**config.mk**
```make
export PLATFORM = sky130hd
export DESIGN_NAME = reg4_write_arbiter
export DESIGN_NICKNAME = d
export VERILOG_FILES = /design/src/rtl/reg_arb_pkg.sv /design/src/rtl/rr_select.sv /design/src/rtl/reg4_write_arbiter.sv
export SDC_FILE = /design/constraint.sdc
export NUM_CORES = 1
export LEC_CHECK = 0
export CORE_MARGIN = 4
export CORE_UTILIZATION = 50
export CTS_CLUSTER_DIAMETER = 120
export DETAILED_ROUTE_END_ITERATION = 12
export DONT_BUFFER_PORTS = 1
export PLACE_DENSITY = 0.63
export SYNTH_ARGS = -nofsm -noshare
export SYNTH_HDL_FRONTEND = slang
export SYNTH_SLANG_ARGS = --single-unit
```
**constraint.sdc**
```tcl
create_clock -name CLOCK -period 4.8 [get_ports CLOCK]
set_input_delay 1.44 -clock CLOCK [delete_from_list [all_inputs] [get_ports CLOCK]]
set_output_delay 1.44 -clock CLOCK [all_outputs]
set_load 0.01 [all_outputs]
```
**src/rtl/reg_arb_pkg.sv**
```systemverilog
// Shared types and defaults for the reg4 write arbiter.
// The LOCKED state is only reachable when REG_ARB_LOCK_EN is defined.
package reg_arb_pkg;

  typedef enum logic [1:0] {
    ST_IDLE   = 2'd0,
    ST_WRITE  = 2'd1,
    ST_LOCKED = 2'd2
  } arb_state_e;

  localparam int unsigned N_REQ_DEF = 4;
  localparam int unsigned WIDTH_DEF = 4;

  function automatic int unsigned ptr_width(input int unsigned n);
    return (n <= 2) ? 1 : $clog2(n);
  endfunction

  localparam int unsigned PTR_W = ptr_width(N_REQ_DEF);

endpackage

```
**src/rtl/rr_select.sv**
```systemverilog
// Combinational round-robin picker: first eligible request after ptr, wrapping.
module rr_select #(
  parameter int unsigned N_REQ = 4,
  parameter int unsigned PW    = 2
) (
  input  logic [N_REQ-1:0] req,
  input  logic [N_REQ-1:0] mask,
  input  logic [PW-1:0]    ptr,
  output logic [N_REQ-1:0] pick,
  output logic             valid
);

  logic [N_REQ-1:0] elig;
  logic [PW:0]      pos;

  always_comb begin
    elig  = req & mask;
    pick  = '0;
    valid = 1'b0;
    pos   = '0;
    for (int unsigned k = 1; k <= N_REQ; k++) begin
      // ptr < N_REQ and k <= N_REQ, so one subtraction is enough to wrap
      pos = {1'b0, ptr} + (PW+1)'(k);
      if (pos >= (PW+1)'(N_REQ)) pos = pos - (PW+1)'(N_REQ);
      if (!valid && elig[pos[PW-1:0]]) begin
        pick[pos[PW-1:0]] = 1'b1;
        valid             = 1'b1;
      end
    end
  end

endmodule

```
**src/rtl/reg4_write_arbiter.sv**
```systemverilog
// Round-robin write arbiter owning a shared enable register.
// Optional ownership lock enabled by defining REG_ARB_LOCK_EN.
module reg4_write_arbiter
  import reg_arb_pkg::*;
#(
  parameter int unsigned N_REQ = N_REQ_DEF,
  parameter int unsigned WIDTH = WIDTH_DEF
) (
  input  logic                   CLOCK,
  input  logic                   RESET_N,
  input  logic [N_REQ-1:0]       REQ,
  input  logic [N_REQ*WIDTH-1:0] WDATA,
`ifdef REG_ARB_LOCK_EN
  input  logic [N_REQ-1:0]       LOCK,
`endif
  output logic [N_REQ-1:0]       GNT,
  output logic [N_REQ-1:0]       ACK,
  output logic [WIDTH-1:0]       Q,
  output logic                   BUSY
);

  localparam int unsigned PW = ptr_width(N_REQ);

  arb_state_e       state_q, state_d;
  logic [PW-1:0]    ptr_q, ptr_d;
  logic [PW-1:0]    own_q, own_d;
  logic [N_REQ-1:0] gnt_q, gnt_d;
  logic [N_REQ-1:0] ack_q, ack_d;
  logic             busy_q, busy_d;
  logic [WIDTH-1:0] q_q;
  logic             q_we;
  logic [WIDTH-1:0] q_wd;

  logic [N_REQ-1:0] pick;
  logic             pick_valid;
  logic [PW-1:0]    pick_idx;
  logic             req_own;
  logic             lock_own;

  rr_select #(.N_REQ(N_REQ), .PW(PW)) u_rr_select (
    .req   (REQ),
    .mask  (~ack_q),
    .ptr   (ptr_q),
    .pick  (pick),
    .valid (pick_valid)
  );

  // gnt_q is one-hot on the owner outside IDLE, so it doubles as the select
  assign req_own = |(REQ & gnt_q);
`ifdef REG_ARB_LOCK_EN
  assign lock_own = |(LOCK & gnt_q);
`else
  assign lock_own = 1'b0;
`endif

  always_comb begin
    pick_idx = '0;
    q_wd     = '0;
    for (int unsigned i = 0; i < N_REQ; i++) begin
      if (pick[i])  pick_idx = PW'(i);
      if (gnt_q[i]) q_wd     = WDATA[i*WIDTH +: WIDTH];
    end
  end

  always_comb begin
    state_d = state_q;
    ptr_d   = ptr_q;
    own_d   = own_q;
    gnt_d   = gnt_q;
    ack_d   = '0;
    q_we    = 1'b0;
    case (state_q)
      ST_IDLE: begin
        if (pick_valid) begin
          state_d = ST_WRITE;
          gnt_d   = pick;
          own_d   = pick_idx;
        end
      end
      ST_WRITE: begin
        if (req_own) begin
          q_we  = 1'b1;
          ack_d = gnt_q;
          ptr_d = own_q;
        end
        if (lock_own) begin
          state_d = ST_LOCKED;
        end else begin
          state_d = ST_IDLE;
          gnt_d   = '0;
        end
      end
`ifdef REG_ARB_LOCK_EN
      ST_LOCKED: begin
        if (req_own && !(|(ack_q & gnt_q))) begin
          state_d = ST_WRITE;
        end else if (!req_own && !lock_own) begin
          state_d = ST_IDLE;
          gnt_d   = '0;
        end
      end
`endif
      default: begin
        state_d = ST_IDLE;
        gnt_d   = '0;
      end
    endcase
    busy_d = (state_d != ST_IDLE);
  end

  always_ff @(posedge CLOCK or negedge RESET_N) begin
    if (!RESET_N) begin
      state_q <= ST_IDLE;
      ptr_q   <= PW'(N_REQ - 1);
      own_q   <= '0;
      gnt_q   <= '0;
      ack_q   <= '0;
      busy_q  <= 1'b0;
    end else begin
      state_q <= state_d;
      ptr_q   <= ptr_d;
      own_q   <= own_d;
      gnt_q   <= gnt_d;
      ack_q   <= ack_d;
      busy_q  <= busy_d;
    end
  end

  always_ff @(posedge CLOCK or negedge RESET_N) begin
    if (!RESET_N)  q_q <= '0;
    else if (q_we) q_q <= q_wd;
  end

  assign GNT  = gnt_q;
  assign ACK  = ack_q;
  assign Q    = q_q;
  assign BUSY = busy_q;

endmodule

```
==> out/results.ini <==
[sta]
fmax_ghz=0.369
relSlewSlack=0.470
finalSetupViolations=0
holdWs_ps=512
finClkSkew_ps=9.15
tns_ps=0
finalHoldViolations=0
worst_pin_slew_ps=783
finalCritPeriodShare=0.564
post-route-min-period_ps=2710
rsz0062_at_grt=no
slew_violations=0

[worst_hold_path]
holdPathStages=2
hp-class=register to register

[cts]
clock-sinks=19
clock_latency_ps=290
cts_tree=done
htree_levels=1
cts_resized=0
path_clk_slew_ps=110
post_cts_buffers=0
cts_made_buffers=3
clk_path_buf_depth=2
cts_hold_buf=0
cts_root_buf=clkbuf_4

[status]
status=finished clean

[setup_path]
cp_num_buf_inv=0
cp-end-kind=register
arrival_ps=2880
cpPeakStageDelay_ps=620
crit_type=input pin to register
cp-start-kind=input pin
r2r.worst_path.cells=7
critical_path.top_delay_family=simple AND/OR/NAND/NOR gates
crit_chain=nor4b_1 -> nor4_2 -> and2_1 -> a221oi_2 -> a31oi_1
cp.depth=5
worstPathMaxFanout=5
cp_slowest_cell=nor4b_1
required_ps=4980

[route]
post_drt_wl_per_cell_um=17.5
ant_nets=0
drc=0
vias=1101
via_per_inst=6.36
drtIter0Drc=68
first_pass_iters=4
totalWireLength_mm=3.02

[synthesis]
ys_seq_area_frac=0.357
syn_area_um2=1340
async_reset_ff_frac=1.00
synth_most_common_cell=dfrtp_1
synth_xor_area_frac=0
synth_flop_cell=dfrtp_1
synthCells=144
synthAdderAreaFrac=0.0748
synthTopCellsByArea=dfrtp_1, ha_1, mux4_2
yosys.area_share.simple=0.258
ys_types=42
post_synth.cell_area_avg_um2=9.29
synth_mux_area_frac=0.0655
synth-compound-area-share=0.203
ys_seq_elements=19
yosys.area.top_type=dfrtp_1
synth-edff-count=0
synth_nets=174
synth_warnings=0
synth_common_cells=dfrtp_1, nor2_1, a21oi_1
yosysTopAreaCellShare=0.318
synth_top_family_by_area=simple AND/OR/NAND/NOR gates

[floorplanning]
die-area_um2=3570
io_pins=35
die_y_um=59.7
coreArea_um2=2520
die_w_um=59.7
initial_core_util=0.530
std_cell_rows=18

[placement]
finalWeightedCongestion=0.802
hpwl_mm=2.39
io_buffers=0

[layout]
final_util=0.546
insertedDiodeCount=0
fin_nets=174
drive_gt1_frac=0.0909
syn2layout_area_growth_pct=2.99

[global_route]
grt_start_max_net_pins=20
grt_pass1_wl_mm=5.23
grt_pass1_vias=1115
grt_antenna_before_repair=0
grtUsageTotal=0.191
globalRouteOverflowTotal=0

[job]
maxCapViolations=0

[pwr]
power.leakage_uw=0.000596
ir_drop_mv=0.263
powerDensity_nw_per_um2=539

## final cells by class
cell class	instances	area [um^2]
multi-input combinational	114	808
inverter	5	18.8
timing repair buffer	1	7.51
clock inverter	1	5.00
sequential	19	478
tap	30	37.5
fill	250	1140
clock buffer	3	22.5
## tightest hold or removal path, delay by kind of cell (launching register included)
family	cells	cell delay, ps
and+or+nand+nor	1	50
AOI/OAI and AO/OA	1	70
DFF	1	360
## state kept, by name, indices dropped and copies added, names as in the netlist
name and count:
own_q 2, state_q 2, Q 4, ptr_q 2, BUSY 1, GNT 4
ACK 4
## power by group
part | internal (uW) | switching (uW)
registers | 213 | 94.1
logic | 167 | 190
clock network | 31.0 | 47.0
total | 411 | 331
## logic make-up after synthesis
group	count (synthesis)
other	1
multiplexers	5
AND/OR/NAND/NOR	61
AO/OA/AOI/OAI	39
buffers and inverters	11
flip-flops	19
adder cells (fa/ha/maj)	8
## worst paths after layout
path	end	slack, ps	from
worst min register to register	ptr_q[0]	510	own_q[0]
worst max-delay path	own_q[1]	2090	REQ[2]
worst min-delay path	ptr_q[0]	510	own_q[0]
worst max register to register	own_q[1]	2220	ptr_q[0]
max in group asynchronous	ptr_q[1]	3800	RESET_N
min in group asynchronous	Q[1]	820	RESET_N
## per-layer routing
metal	track usage	wire (um)	vias up
met5	0	0	-
met1	0.256	1370	539
met2	0.323	1480	32
met4	0.0443	17	0
li1	-	-	528
met3	0.0302	161	2
## placed cells by master (no fill, tap or decap), types with 5 or more instances in the layout
| cell | count |
|---|---|
| dfrtp_1 | 17 |
| inv_1 | 5 |
| and2_1 | 6 |
| nor3_1 | 6 |
| nand2_1 | 10 |
| a21oi_1 | 11 |
| ha_1 | 8 |
| nor2_1 | 14 |
## metrics by stage
step                      worst slack, ps  total power [uW]  cells  area [um^2]
after global placement               1860               664    169         1350
after floorplan                      1970               592    144         1340
after detailed placement             1820               667    169         1350
after CTS                            2140               746    173         1380
after global routing                 1910               816    173         1380
final                                2090               742    173         1380
Note: power is estimated with default switching activity, not from simulation.
